<file path="src/rtl/csla_pkg.sv">
// Shared constants and helpers for the pipelined carry-select adder.
package csla_pkg;

    localparam int DEF_WIDTH = 16;
    localparam int DEF_BLK   = 4;

    // Number of carry-select stages; guards against a zero block width so the
    // elaboration check in the top can report the bad configuration itself.
    function automatic int calc_nstg(input int width, input int blk);
        return (blk < 1) ? 1 : width / blk;
    endfunction

endpackage

</file>
<file path="src/rtl/csla_pipe_if.sv">
// Streaming operand/result bus of csla_pipe: valid/ready on both sides.
interface csla_pipe_if
    import csla_pkg::*;
#(
    parameter int WIDTH = DEF_WIDTH
) ();

    logic             in_valid;
    logic             in_ready;
    logic [WIDTH-1:0] a;
    logic [WIDTH-1:0] b;
    logic             cin;
    logic             sub;
    logic             out_valid;
    logic             out_ready;
    logic [WIDTH-1:0] sum;
    logic             cout;
    logic             ovf;

    modport master (
        output in_valid, a, b, cin, sub, out_ready,
        input  in_ready, out_valid, sum, cout, ovf
    );

    modport slave (
        input  in_valid, a, b, cin, sub, out_ready,
        output in_ready, out_valid, sum, cout, ovf
    );

endinterface

</file>
<file path="src/rtl/csla_block.sv">
// One carry-select block: two ripple adders (carry-in 0 and 1) and a mux.
module csla_block
    import csla_pkg::*;
#(
    parameter int BLK = DEF_BLK
) (
    input  logic [BLK-1:0] a_blk,
    input  logic [BLK-1:0] b_blk,
    input  logic           sel_c,
    output logic [BLK-1:0] s,
    output logic           c_out,
    output logic           c_msb_in
);

    logic [BLK-1:0] s0;
    logic [BLK-1:0] s1;
    logic [BLK:0]   c0;
    logic [BLK:0]   c1;

    // Both ripple chains evaluated up front so the late carry only drives a mux.
    always_comb begin
        s0    = '0;
        s1    = '0;
        c0    = '0;
        c1    = '0;
        c1[0] = 1'b1;
        for (int i = 0; i < BLK; i++) begin
            s0[i]   = a_blk[i] ^ b_blk[i] ^ c0[i];
            c0[i+1] = (a_blk[i] & b_blk[i]) | (c0[i] & (a_blk[i] ^ b_blk[i]));
            s1[i]   = a_blk[i] ^ b_blk[i] ^ c1[i];
            c1[i+1] = (a_blk[i] & b_blk[i]) | (c1[i] & (a_blk[i] ^ b_blk[i]));
        end
    end

    assign s        = sel_c ? s1 : s0;
    assign c_out    = sel_c ? c1[BLK] : c0[BLK];
    // Carry into the block MSB; at the top block this feeds overflow detection.
    assign c_msb_in = sel_c ? c1[BLK-1] : c0[BLK-1];

endmodule

</file>
<file path="src/rtl/csla_pipe.sv">
// Pipelined carry-select adder/subtractor, one pipeline stage per BLK-bit block.
// Rank 0 holds the captured beat (effective B and carry); rank k+1 holds the
// result slices 0..k and the carry out of block k. All ranks advance together
// on adv, so bubbles travel with the stream and order is preserved.
module csla_pipe
    import csla_pkg::*;
#(
    parameter int WIDTH = DEF_WIDTH,
    parameter int BLK   = DEF_BLK
) (
    input logic        clk,
    input logic        rst_n,
    csla_pipe_if.slave bus
);

    localparam int NSTG = calc_nstg(WIDTH, BLK);

    if (BLK < 1 || WIDTH < BLK || (WIDTH % BLK) != 0) begin : g_bad_cfg
        $error("csla_pipe: WIDTH (%0d) must be a positive multiple of BLK (%0d)", WIDTH, BLK);
    end

    logic             vld_q [0:NSTG];
    logic [WIDTH-1:0] a_q   [0:NSTG];
    logic [WIDTH-1:0] b_q   [0:NSTG];
    logic             cy_q  [0:NSTG];
    logic [WIDTH-1:0] res_q [1:NSTG];
    logic             ovf_q;

    logic [BLK-1:0]   blk_s [NSTG];
    logic             blk_c [NSTG];
    logic             blk_m [NSTG];

    logic             adv;

    // A single enable for the whole pipe: move whenever the output slot frees up.
    assign adv           = !bus.out_valid || bus.out_ready;
    assign bus.in_ready  = adv;

    assign bus.out_valid = vld_q[NSTG];
    assign bus.sum       = res_q[NSTG];
    assign bus.cout      = cy_q[NSTG];
    assign bus.ovf       = ovf_q;

    // Capture rank: subtraction is folded in as A + ~B + 1 so every stage only adds.
    always_ff @(posedge clk or negedge rst_n) begin
        if (!rst_n) begin
            vld_q[0] <= 1'b0;
            a_q[0]   <= '0;
            b_q[0]   <= '0;
            cy_q[0]  <= 1'b0;
        end else if (adv) begin
            vld_q[0] <= bus.in_valid;
            a_q[0]   <= bus.a;
            b_q[0]   <= bus.sub ? ~bus.b : bus.b;
            cy_q[0]  <= bus.sub | bus.cin;
        end
    end

    for (genvar k = 0; k < NSTG; k++) begin : g_stg
        logic [WIDTH-1:0] res_prev;
        logic [WIDTH-1:0] res_nxt;

        if (k == 0) begin : g_first
            assign res_prev = '0;
        end else begin : g_next
            assign res_prev = res_q[k];
        end

        csla_block #(
            .BLK (BLK)
        ) u_blk (
            .a_blk    (a_q[k][k*BLK +: BLK]),
            .b_blk    (b_q[k][k*BLK +: BLK]),
            .sel_c    (cy_q[k]),
            .s        (blk_s[k]),
            .c_out    (blk_c[k]),
            .c_msb_in (blk_m[k])
        );

        // Lower slices pass through untouched; only block k's slice is filled in.
        always_comb begin
            res_nxt                = res_prev;
            res_nxt[k*BLK +: BLK]  = blk_s[k];
        end

        // Advance rank k+1 from rank k; empty ranks shift as well.
        always_ff @(posedge clk or negedge rst_n) begin
            if (!rst_n) begin
                vld_q[k+1] <= 1'b0;
                a_q[k+1]   <= '0;
                b_q[k+1]   <= '0;
                cy_q[k+1]  <= 1'b0;
                res_q[k+1] <= '0;
            end else if (adv) begin
                vld_q[k+1] <= vld_q[k];
                a_q[k+1]   <= a_q[k];
                b_q[k+1]   <= b_q[k];
                cy_q[k+1]  <= blk_c[k];
                res_q[k+1] <= res_nxt;
            end
        end
    end

    // Overflow registered alongside the last stage: carry into MSB xor carry out.
    always_ff @(posedge clk or negedge rst_n) begin
        if (!rst_n) begin
            ovf_q <= 1'b0;
        end else if (adv) begin
            ovf_q <= blk_m[NSTG-1] ^ blk_c[NSTG-1];
        end
    end

endmodule

</file>
<file path="src/flat_wrapper.sv">
// flat-port wrapper written by rule: the top's interface ports become plain ports
module csla_pipe_flat import csla_pkg::*;
#(
    parameter int WIDTH = DEF_WIDTH,
    parameter int BLK   = DEF_BLK
)
  (clk, rst_n, bus_in_valid, bus_a, bus_b, bus_cin, bus_sub, bus_out_ready, bus_in_ready, bus_out_valid, bus_sum, bus_cout, bus_ovf);
  csla_pipe_if #(.WIDTH(WIDTH)) bus_i ();
  input logic clk;
  input logic rst_n;
  input wire logic [$bits(bus_i.in_valid)-1:0] bus_in_valid;
  input wire logic [$bits(bus_i.a)-1:0] bus_a;
  input wire logic [$bits(bus_i.b)-1:0] bus_b;
  input wire logic [$bits(bus_i.cin)-1:0] bus_cin;
  input wire logic [$bits(bus_i.sub)-1:0] bus_sub;
  input wire logic [$bits(bus_i.out_ready)-1:0] bus_out_ready;
  output wire logic [$bits(bus_i.in_ready)-1:0] bus_in_ready;
  output wire logic [$bits(bus_i.out_valid)-1:0] bus_out_valid;
  output wire logic [$bits(bus_i.sum)-1:0] bus_sum;
  output wire logic [$bits(bus_i.cout)-1:0] bus_cout;
  output wire logic [$bits(bus_i.ovf)-1:0] bus_ovf;
  assign bus_i.in_valid = bus_in_valid;
  assign bus_i.a = bus_a;
  assign bus_i.b = bus_b;
  assign bus_i.cin = bus_cin;
  assign bus_i.sub = bus_sub;
  assign bus_i.out_ready = bus_out_ready;
  assign bus_in_ready = bus_i.in_ready;
  assign bus_out_valid = bus_i.out_valid;
  assign bus_sum = bus_i.sum;
  assign bus_cout = bus_i.cout;
  assign bus_ovf = bus_i.ovf;
  csla_pipe #(.WIDTH(WIDTH), .BLK(BLK)) u_core (.clk(clk), .rst_n(rst_n), .bus(bus_i));
endmodule
</file>
<file path="config.mk">
export PLATFORM = sky130hd
export DESIGN_NAME = csla_pipe_flat
export DESIGN_NICKNAME = d
export VERILOG_FILES = /design/src/rtl/csla_pkg.sv /design/src/rtl/csla_pipe_if.sv /design/src/rtl/csla_block.sv /design/src/rtl/csla_pipe.sv /design/src/flat_wrapper.sv
export SDC_FILE = /design/constraint.sdc
export NUM_CORES = 1
export LEC_CHECK = 0
export ABC_AREA = 1
export CORE_ASPECT_RATIO = 1.5
export CORE_MARGIN = 4
export CORE_UTILIZATION = 55
export DETAILED_ROUTE_END_ITERATION = 8
export PLACE_DENSITY = 0.77
export SYNTH_ARGS = -nofsm -noshare
export SYNTH_HDL_FRONTEND = slang
export SYNTH_SLANG_ARGS = --single-unit
</file>
<file path="constraint.sdc">
create_clock -name clk -period 6.1 [get_ports clk]
set_input_delay 1.22 -clock clk [delete_from_list [all_inputs] [get_ports clk]]
set_output_delay 1.22 -clock clk [all_outputs]
set_load 0.05 [all_outputs]
</file>
==> summary.md <==
| Metric | Value |
|---|---|
| Worst-Skew Late Latency | between 400 and 500 ps |
| Layout cells sized above 1 | 4.769% |
| Root Buffer | clkbuf_16 |
| Clk pin slew, worst setup/hold paths | 50 ps |
| Fmax | 242.7 MHz |
| Skew final | 6.848 ps |
| Post-DP HPWL | 6491 µm |
| Worst slew margin | 25.89% |
| Deepest level of the CTS H-tree | 4 |
| HP Class | register to register |
| Vias per std cell | 4.986 |
| CP startpoint kind | input port |
| Nets@finish | 740 |
| Worst Max-Slew Pin Slew | ~1100 ps |
| Crit. End Element | output pin |
| Mux contribution to synthesized area | 0% |
| Final hold violation count | 0 |
| GRT Overall Usage | a little under a fifth |
| Die X | 90.87 µm |
| Synth Net Count | ~700 |
| Most frequent cells in the layout | 287 x nand2_1, 131 x dfrtp_1, 72 x inv_1 |
| Critical setup path kind | input port to output pin |
| Pins Over Slew Limit | 0 |
| Compound-Gate Fraction of Synth Area | under 10% |
| Largest net degree at the start of global routing | 123 |
| Diode count | 0 |
| Total negative slack | 0 ps |
| Vias in the first global route | 4063 |
| Power density cells | 545.7 nW/µm² |
| WP data required | 4880 ps |
| Post-cts gate resize count | 0 |
| Area delta synth->final | 18.93% |
| Adder-cell share of the synthesized area | 6.007% |
| Area share of xor/xnor cells in the synthesized design | 0% |
| Core Box Area | 10080 µm² |
| First-pass GRT wire length | ~18000 µm |
| Max-Cap Viols | 0 |
| Clock Path Buffers | 2 |
| Die Span Y | between 100 and 150 µm |
| DRT iter0 DRCs | between 200 and 250 |
| Main combinational cell family by area after synthesis | simple AND/OR/NAND/NOR gates |
| Post-route cell area | 6738 µm² |
| Routed length per instance | 12.50 µm |
| Routed wire length | 10110 µm |
| RSZ-0062 raised after global routing | false |
| Detailed-route via count | 4034 |
| CTS tree | yes |
| Drt drc | 0 |
| # hold bufs at CTS | 0 |
| Mapped cell area | 5665 µm² |
| Commonest non-fill, non-tap cell in the layout | nand2_1 |
| Io pins | 58 |
| Worst Path Max Fanout | 26 |
| Placer Congestion | 0.7363 |
| IO buf count | 57 |
| Mapped Cells | 634 |
| Global route overflow | 0 |
| Final period util | 67.54% |
| Initial antenna violation count | 0 |
| Initial core utilization | 56.21% |
| Synth unique cells | 15 |
| Remaining antenna violation count | 0 |
| Outcome | finished, final reports clean |
| Min Tclk post-route | 4120 ps |
| Post-CTS setup buffer count | 0 |
| Clock sink total | about 130 |
| Final-layout fill cell count | slightly below 800 |
| Synth warn | 0 |
| FP Rows | 45 |
| Arr. time, crit path | 2900 ps |
| Die footprint | between 10000 and 15000 µm² |
| Non-filler cells, final | 809 |
| Number of detailed-route iterations in the first pass | 4 |
| Total CTS buffers | 17 |
| Seq cells post-synth | 131 |
| Sequential area share after synthesis | between 50% and 60% |
| Dpl cells | 780 |
| Syn_area_per_cell | 8.936 µm² |
| Static leakage | 3.490 nW |
| Simple-Gate Fraction of Synth Area | 21.18% |
| # setup viols final | 0 |
| Placed cell area | 6180 µm² |
| Maximum VDD drop | 0.2725 mV |
[per-stage QoR]
stage / hold WS [ps] / power [mW] / utilization, % / setup slack (ps)
4_1_cts: 458.4 / 3.724 / 66.85 / 1967
6_report: 455.6 / 3.677 / 66.85 / 1980
3_5_place_dp: 434.5 / 2.743 / 61.32 / 1962
3_3_place_gp: 435.7 / 2.680 / 61.32 / 1969
5_1_grt: 481.7 / 3.981 / 66.85 / 1930
2_1_floorplan: 419.6 / 2.399 / - / 3198
[cell families (layout without fill, tap and decap cells)]
logic type                 Yosys count  in the layout
AOI/OAI and AO/OA                   69             69
and+or+nand+nor                    310            310
adders and majority gates           20             20
DFF                                131            131
buffers and inverters              104            162
[metal layers]
metal | vias to the layer above | global-route usage [%] | wire (µm)
met4 | 0 | 8.138 | 209
met2 | 82 | 31.37 | 5280
met1 | 1917 | 22.33 | 4218
li1 | 2019 | - | -
met3 | 16 | 5.140 | 403
met5 | - | 0 | 0
[synth_stat cells, drive strengths merged]
master	count	area (µm²)
ha	8	100.1
nand3	21	105.1
nand2	288	1084
nor2	1	11.26
buf	26	209.0
inv	73	274.0
dfrtp	131	3278
fa	12	240.2
clkbuf	5	18.77
o21ai	69	345.3
[flip-flops by register name (all words and copies together), names as in the netlist]
register and cells:
u_core.g_stg.res_prev 24, u_core.cy_q 4, u_core.bus.cout 1, u_core.bus.out_valid 1, u_core.a_q 40, u_core.bus.sum 16
u_core.b_q 40, u_core.vld_q 4, u_core.bus.ovf 1
[final timing paths]
kind | endpoint | depth (start not counted) | start | slack [ps]
max | bus_in_ready | 4 | bus_out_ready | 1980
min | u_core.bus.out_valid | 2 | u_core.vld_q[1] | 460
max reg2reg | u_core.g_stg[2].res_prev[7] | 8 | u_core.b_q[52] | 3780
min reg2reg | u_core.bus.out_valid | 2 | u_core.vld_q[1] | 460
max in group asynchronous | u_core.a_q[56] | 2 | rst_n | 3880
min in group asynchronous | u_core.b_q[79] | 1 | rst_n | 910
[power breakdown]
part	switching [mW]	internal, mW	total (mW)
logic	0.815	0.451	1.27
clock network	0.331	0.623	0.954
registers	0.200	1.26	1.46
total	1.34	2.33	3.68
[worst max-delay path, cell delays in order]
cell             delay, ps
clkdlybuf4s50_1        520
inv_1                   80
nand2_4                210
clkdlybuf4s50_1        860
[cell type report]
type,count,area (µm²),share of cell area (%)
clock buffer,23,478.0,7.094
clock inverter,6,80.08,1.188
inverter,73,274.0,4.067
multi-input combinational,399,1891,28.06
sequential,131,3278,48.65
tap,117,146.4,2.173
timing repair buffer,60,590.6,8.765
(Power assumes the default switching activity.)
